## src/rtl/sirv_regvec_pkg.sv

```systemverilog
// Shared op encodings and the single-bit update rule for masked register-vector operations.
// Pure combinational helpers; no state, no latency.
package sirv_regvec_pkg;

   typedef enum logic [1:0] {
      OP_WRITE = 2'b00,
      OP_SET   = 2'b01,
      OP_CLR   = 2'b10,
      OP_TGL   = 2'b11
   } op_code_e;

   function automatic logic bit_update(input op_code_e op, input logic cur, input logic dat);
      logic res;
      res = cur;
      case (op)
         OP_WRITE: res = dat;
         OP_SET:   res = cur | dat;
         OP_CLR:   res = cur & ~dat;
         OP_TGL:   res = cur ^ dat;
         default:  res = cur;
      endcase
      return res;
   endfunction

endpackage

```

## src/rtl/sirv_reset_sync.sv

```systemverilog
// Async-assert / sync-release reset chain; rst_done rises SYNC_STAGES clk edges after rst_n releases.
// Assertion clears the chain immediately, so even a sub-cycle glitch restarts the full wait.
module sirv_reset_sync #(
   parameter int SYNC_STAGES = 2
) (
   input  logic clk,
   input  logic rst_n,
   output logic rst_done
);

   logic [SYNC_STAGES-1:0] chain;

   always_ff @(posedge clk or negedge rst_n) begin
      if (!rst_n) begin
         chain <= '0;
      end else begin
         chain <= {chain[SYNC_STAGES-2:0], 1'b1};
      end
   end

   assign rst_done = chain[SYNC_STAGES-1];

endmodule

```

## src/rtl/sirv_async_reset_regvec.sv

```systemverilog
// Masked write/set/clear/toggle register with async reset to RESET_VAL; q updates one cycle after accept.
// op_ready follows the synchronized reset release; ops offered while it is low are dropped.
module sirv_async_reset_regvec
   import sirv_regvec_pkg::*;
#(
   parameter int               WIDTH       = 32,
   parameter logic [WIDTH-1:0] RESET_VAL   = '0,
   parameter int               SYNC_STAGES = 2
) (
   input  logic             clk,
   input  logic             rst_n,
   input  logic             op_valid,
   output logic             op_ready,
   input  logic [1:0]       op_code,
   input  logic [WIDTH-1:0] op_mask,
   input  logic [WIDTH-1:0] op_data,
   output logic [WIDTH-1:0] q,
   output logic [WIDTH-1:0] old_q,
   output logic             chg,
   output logic             rst_done
);

   logic             accept;
   logic [WIDTH-1:0] nxt;
   op_code_e         op;

   sirv_reset_sync #(
      .SYNC_STAGES(SYNC_STAGES)
   ) u_reset_sync (
      .clk      (clk),
      .rst_n    (rst_n),
      .rst_done (rst_done)
   );

   assign op_ready = rst_done;
   assign accept   = op_valid & rst_done;
   assign op       = op_code_e'(op_code);

   for (genvar i = 0; i < WIDTH; i++) begin : g_bit
      assign nxt[i] = op_mask[i] ? bit_update(op, q[i], op_data[i]) : q[i];
   end

   // Raw rst_n resets the data path; release is harmless since accept stays low until rst_done.
   always_ff @(posedge clk or negedge rst_n) begin
      if (!rst_n) begin
         q     <= RESET_VAL;
         old_q <= RESET_VAL;
         chg   <= 1'b0;
      end else if (accept) begin
         q     <= nxt;
         old_q <= q;
         chg   <= (nxt != q);
      end else begin
         chg   <= 1'b0;
      end
   end

endmodule
```

## config.mk

```make
export PLATFORM = sky130hd
export DESIGN_NAME = sirv_async_reset_regvec
export DESIGN_NICKNAME = d
export VERILOG_FILES = /design/src/rtl/sirv_regvec_pkg.sv /design/src/rtl/sirv_reset_sync.sv /design/src/rtl/sirv_async_reset_regvec.sv
export SDC_FILE = /design/constraint.sdc
export NUM_CORES = 1
export LEC_CHECK = 0
export ABC_AREA = 1
export ABC_CLOCK_PERIOD_IN_PS = 1700
export CAP_MARGIN = 10
export CORE_ASPECT_RATIO = 0.75
export CORE_MARGIN = 4
export CORE_UTILIZATION = 45
export CTS_CLUSTER_SIZE = 28
export DETAILED_ROUTE_END_ITERATION = 8
export PLACE_DENSITY = 0.83
export SLEW_MARGIN = 10
export SYNTH_ARGS = -nofsm -noshare
export SYNTH_HDL_FRONTEND = slang
export SYNTH_SLANG_ARGS = --single-unit
```

## constraint.sdc

```tcl
create_clock -name clk -period 1.7 [get_ports clk]
set_input_delay 0.51 -clock clk [delete_from_list [all_inputs] [get_ports clk]]
set_output_delay 0.51 -clock clk [all_outputs]
set_load 0.005 [all_outputs]
```

==> results.cfg, run 1 <==
[run_status]
status = finished with violations
violations = setup timing

[drt]
drt-total-wl_um = 23200
final_antenna_net_count = 0
via_per_inst = 5.75
firstDrtPassIters = 7
drc = 0
drt_iter0_drc = 1029
via_count = 6900
wl_per_cell_um = 19.3

[synth]
ys_types = 27
syn_avg_cell_area_um2 = 6.99
yosys-top-cells-count = nand2_1 (198), o21ai_0 (111), nand3_1 (109), inv_1 (98), dfrtp_1 (67)
synth_top_family_by_area = simple AND/OR/NAND/NOR gates
yosysTopAreaCell = dfrtp_1
yosysWarnings = 0
synth_top_cell_area_share_pct = 31.5
syn_nets = 895
synth_area_um2 = 5330
synth-seq-area-share_pct = 31.5
synth_adder_area_share_pct = 15.0
netlist_instances = 762
synth_most_common_cell = nand2_1
synthFlopType = dfrtp_1
synth_seq_cells = 67
synth.mux.area_fraction_pct = 0
async_flop_share_pct = 100
synth_xor_area_share_pct = 0
synth-compound-area-share_pct = 16.7
synth_simple_gate_area_share_pct = 26.5
synth_edf_count = 0
netlist_top_cells_area = dfrtp_1 (31%), ha_1 (15%), nand2_1 (14%), o21ai_0 (10%), nand3_1 (10%)

[floorplanning]
rows = 34
core_area_um2 = 11600
die_h_um = 102
start_util_pct = 46.1
pin_count = 136
die_x_um = 134
die_area_um2 = 13700

[setup_path]
path_class = primary input to register
end_kind = register
critPathArrivalTime_ns = 2.17
critPathLaunchType = primary input
crit_required_ns = 1.94
cpPeakStageDelay_ns = 0.31
reg2reg_depth = 14
cp_cell_sequence = dlygate4sd2_1 -> inv_2 -> ha_1 -> nand3_1 -> nand2_1 -> inv_1 -> nand2_1 -> nand2_1 -> nand3_1 -> nand2_2 -> nor2_1 -> nand2_1 -> nor2_1 -> nand2_1 -> nor2_1 -> nor2_1
cp_common_cell = nand2_1
slowest_stage = ha_1
path_max_fanout = 3

[clocking]
clk_path_buf_depth = 2
cts_sinks = 67
cts_tree = yes
cts_made_buffers = 9
cts.clk_slew.worst_paths_ns = 0.06
htree_levels = 3
hold_buffers = 0
insertion_delay_ns = 0.35
cts-root-buf = clkbuf_16

[cells_and_area]
fin_cells = 1201
n_antenna_cell = 0
seq_area_um2 = 1680
drive_above_1_share_pct = 36.2
multi_input_area_um2 = 3910
final_area_um2 = 9070
syn_to_final_growth_pct = 70.1
nets = 1168
n_fill_cell = 699

[timing]
setup_violations = 2
hold_slack_ns = 0.190
slew_viol_final = 0
finalCriticalPeriod_ns = 1.94
setup_tns_ns = -0.265
finalHoldViolCount = 0
skew_ns = 0.0102
fmax_mhz = 516
grt_setup_unrepaired = yes
fin_ws_ns = -0.236
period_share_pct = 114

[grt]
grt_pass1_vias = 6365
grt_overflow_total = 0
grt_pass1_wl_um = 31500
antenna_found_initial = 0
grtUsageMet2_pct = 47.3
grt_usage_pct = 29.2
use_met3_pct = 7.78
top_usage_layer = met2
grt_start_max_net_pins = 68
met1_usage_pct = 37.9

[power_and_ir_drop]
swShare_pct = 37.7
pwr-share-clk_pct = 24.7
power_frac_comb_pct = 46.9
cellLeakagePower_nw = 4.64
seqPwrFrac_pct = 28.4
peakVddDrop_v = 0.000535
p_switching_mw = 2.71
total_power_mw = 7.19
cell_internal_pwr_mw = 4.48
p_per_area_nw_per_um2 = 793

[place]
portBuffers = 135
place_congestion = 0.900
dp.cells = 1151
place_area_um2 = 7770
dp_hpwl_um = 13700

[flow_run]
maxCapViolations = 0

[hold_path]
min_path_type = primary input to async pin
## critical path, delay by kind of cell
kind | cells | cell delay [ns]
buf+inv | 3 | 0.32
fa+ha+maj | 1 | 0.31
simple gates | 12 | 1.02
## stage by stage
stage,worst slack [ns],utilization [%]
2_1_floorplan,-0.0286,-
3_3_place_gp,-0.851,67.1
3_5_place_dp,-0.879,67.1
4_1_cts,-0.160,72.9
5_1_grt,-0.326,78.4
6_report,-0.236,78.4
## placed cells by master (no fill, tap or decap), drive strengths merged, types with 5 or more instances in the layout
| cell | netlist | routed |
|---|---|---|
| nand2 | 199 | 199 |
| buf | 20 | 161 |
| o21ai | 120 | 120 |
| nand3 | 109 | 109 |
| inv | 102 | 103 |
| dlygate4sd2 | 0 | 89 |
| dfrtp | 67 | 67 |
| ha | 64 | 64 |
| clkdlybuf4s50 | 0 | 32 |
| a21boi | 28 | 28 |
| nor2 | 22 | 22 |
| clkbuf | 12 | 13 |
| a21oi | 11 | 11 |
| dlymetal6s2s | 0 | 5 |
## state kept, by name (all words and copies together), names as in the netlist
| name | cells |
|---|---|
| q | 32 |
| chg | 1 |
| old_q | 32 |
| u_reset_sync.chain | 2 |
## power by group through the flow
stage          clock, mW  combinational, mW  sequential [mW]
3_3_place_gp           0               2.69             2.05
5_1_grt             1.83               3.62             2.07
3_5_place_dp           0               2.76             2.07
6_report            1.77               3.37             2.04
2_1_floorplan          0               1.04             2.12
4_1_cts             1.77               2.85             2.03
## kinds of logic (layout without fill, tap and decap cells)
family                     Yosys count  count (layout)
and+or+nand+nor                    334             334
AOI/OAI and AO/OA                  162             162
buffers and inverters              134             411
DFF                                 67              67
adders and majority gates           64              64
other                                1               1
## what timing repair did
item | 4_1_cts | 5_1_grt
gates resized for setup | 213 | 161
pin swaps | 87 | 65
cloned | 0 | 2
buffers inserted | 20 | 15
endpoints found under the setup margin | 97 | 7
## worst paths after layout
path | to | slack [ns] | startpoint
worst max-delay path | chg | -0.24 | op_data[15]
worst min-delay path | q[15] | 0.19 | rst_n
worst max register to register | chg | -0.22 | q[10]
worst min register to register | u_reset_sync.chain[1] | 0.38 | u_reset_sync.chain[0]
max in group asynchronous | q[26] | 1.20 | rst_n
min in group clk | u_reset_sync.chain[1] | 0.38 | u_reset_sync.chain[0]
## layout make-up
cell class | instances | area share [%]
multi-input cells | 561 | 43.1
repair buffers | 293 | 28.7
flip-flops and latches | 67 | 18.5
inverters | 102 | 4.42
clock buffers | 10 | 2.64
well taps | 162 | 2.24
clock inverters | 5 | 0.331
repair inverters | 1 | 0.0690
## layer usage
layer	part of all wire [%]	routed length [µm]
met5	0	0
met4	5.2	1210
met3	11	2550
met2	45	10500
met1	38	8900
Power figures use the tool's default switching activity.
==> inputs of run 2 (changes only) <==
==> constraint.sdc (replaced) <==
create_clock -name clk -period 1.7 [get_ports clk]
set_input_delay 0.17 -clock clk [delete_from_list [all_inputs] [get_ports clk]]
set_output_delay 0.17 -clock clk [all_outputs]
set_load 0.005 [all_outputs]
==> run 2 against run 1 <==
Against the previous run:
- the flow still finishes with violations (setup timing)
- critical path depth is 3 lower
- largest power group unchanged
- count of clock-buffer cells in the layout is 3 higher
- sequential power hardly changed
- highest routed layer is now met5
- largest cell class unchanged
- cell count is 3.3% lower
- wire length is 20% lower
- die area stayed put
- setup slack better by 0.14 ns
- non-clock buffer count is 38 lower
==> results.cfg, run 2 (same netlist as run 1, synthesis figures left out) <==
[run_status]
status = finished with violations
violations = setup timing

[hold_path]
hold_path_end = u_reset_sync.chain[1]
min_path_type = register to register
hold_depth = 0
min-delay-start = u_reset_sync.chain[0]

[clocking]
clk_path_buf_depth = 2
cts.clk_slew.worst_paths_ns = 0.06
cts_made_buffers = 9
cts_tree = yes
cts-root-buf = clkbuf_16
insertion_delay_ns = 0.34
cts_sinks = 67
htree_levels = 3

[timing]
finalHoldViolCount = 0
period_share_pct = 106
hold_slack_ns = 0.352
grt_setup_unrepaired = yes
fmax_mhz = 557
setup_violations = 1
skew_ns = 0.00721
slew_viol_final = 0
finalCriticalPeriod_ns = 1.79
fin_ws_ns = -0.0943

[floorplanning]
core_area_um2 = 11600
pin_count = 136
die_area_um2 = 13700
start_util_pct = 46.1
die_h_um = 102
rows = 34
die_x_um = 134

[setup_path]
path_class = register to register
r2r_start = q[27]
end_kind = register
cpPeakStageDelay_ns = 0.40
slowest_stage = dfrtp_1
cp_common_cell = nor2_1
path_max_fanout = 3
reg2reg_depth = 13
cp_cell_sequence = inv_2 -> ha_4 -> inv_1 -> o21ai_0 -> nand2_2 -> nand3_1 -> nand2_1 -> nor2_1 -> nand2_1 -> nor2_1 -> nand3_1 -> nor2_1 -> nor2_1
r2r-end = chg
crit_buf_inv = 2
crit_required_ns = 1.92
critPathArrivalTime_ns = 2.01
critPathLaunchType = register
ff2ff_setup_slack_ns = -0.09
crit_family = simple AND/OR/NAND/NOR gates

[drt]
via_per_inst = 5.24
final_antenna_net_count = 0
firstDrtPassIters = 6
drc = 0
drt_iter0_drc = 554
drt-total-wl_um = 18500
via_count = 6082
wl_per_cell_um = 15.9

[cells_and_area]
final_common_cell = nand2_1
nets = 1129
reg_top3 = old_q x32, q x32, u_reset_sync.chain x2
syn_to_final_growth_pct = 52.8
drive_above_1_share_pct = 18.1
layout_common_cells = nand2_1 (182), clkdlybuf4s50_1 (132), buf_4 (111)
n_antenna_cell = 0

[power_and_ir_drop]
peakVddDrop_v = 0.000704
total_power_mw = 6.81
cellLeakagePower_nw = 4.06
p_per_area_nw_per_um2 = 837

[grt]
grt_pass1_vias = 5819
antenna_found_initial = 1
grt_start_max_net_pins = 68
grtUsageMet2_pct = 42.3
met1_usage_pct = 36.0
grt_pass1_wl_um = 28900
use_met3_pct = 6.64
grt_usage_pct = 26.6
grt_overflow_total = 0
top_usage_layer = met2

[place]
place_congestion = 0.899
portBuffers = 135
dp_hpwl_um = 13200

[flow_run]
maxCapViolations = 0
==> run 2: area by class of cell <==
type                            count  area (µm²)
Tap cell                          162         203
Clock inverter                      1        7.51
Inverter                          102         385
Clock buffer                       13         280
Fill cell                         885        3430
Multi-Input combinational cell    561        3260
Sequential cell                    67        1680
Timing Repair Buffer              255        2330
==> run 2: what timing repair did <==
item                                    4_1_cts  5_1_grt
hold buffers                                  1        0
pin swaps                                     6       18
resized for setup                            18       22
endpoints found under the hold margin        67        0
setup buffers                                 5        5
endpoints found under the setup margin        1        1
==> run 2: worst max path at each step <==
stage,from,end,cells past startpoint
floorplan,q[22],chg,13
global placement,op_code[0],chg,13
detailed placement,op_code[0],chg,13
CTS,q[13],chg,15
global route,q[15],chg,15
finish,q[27],chg,13
==> run 2: where the power goes <==
part,switching (mW),internal (mW)
registers,0.181,1.87
logic,1.37,1.53
clock network,0.727,1.13
==> run 2: layer usage <==
metal,vias up,share of wire (%)
met3,43,11
met1,2782,43
met2,304,44
met5,-,0.038
li1,2951,-
met4,2,2.1
==> run 2: through the flow <==
stage | std cells | setup slack [ns] | utilization, % | area [µm²] | TNS [ns]
floorplan | 762 | 0.00000755 | - | 5330 | 0
global placement | 1136 | -0.450 | 65.9 | 7620 | -0.965
detailed placement | 1136 | -0.483 | 65.9 | 7620 | -1.59
CTS | 1156 | -0.0109 | 69.3 | 8020 | -0.0109
global route | 1161 | -0.240 | 70.4 | 8150 | -0.277
finish | 1161 | -0.0943 | 70.4 | 8150 | -0.0943
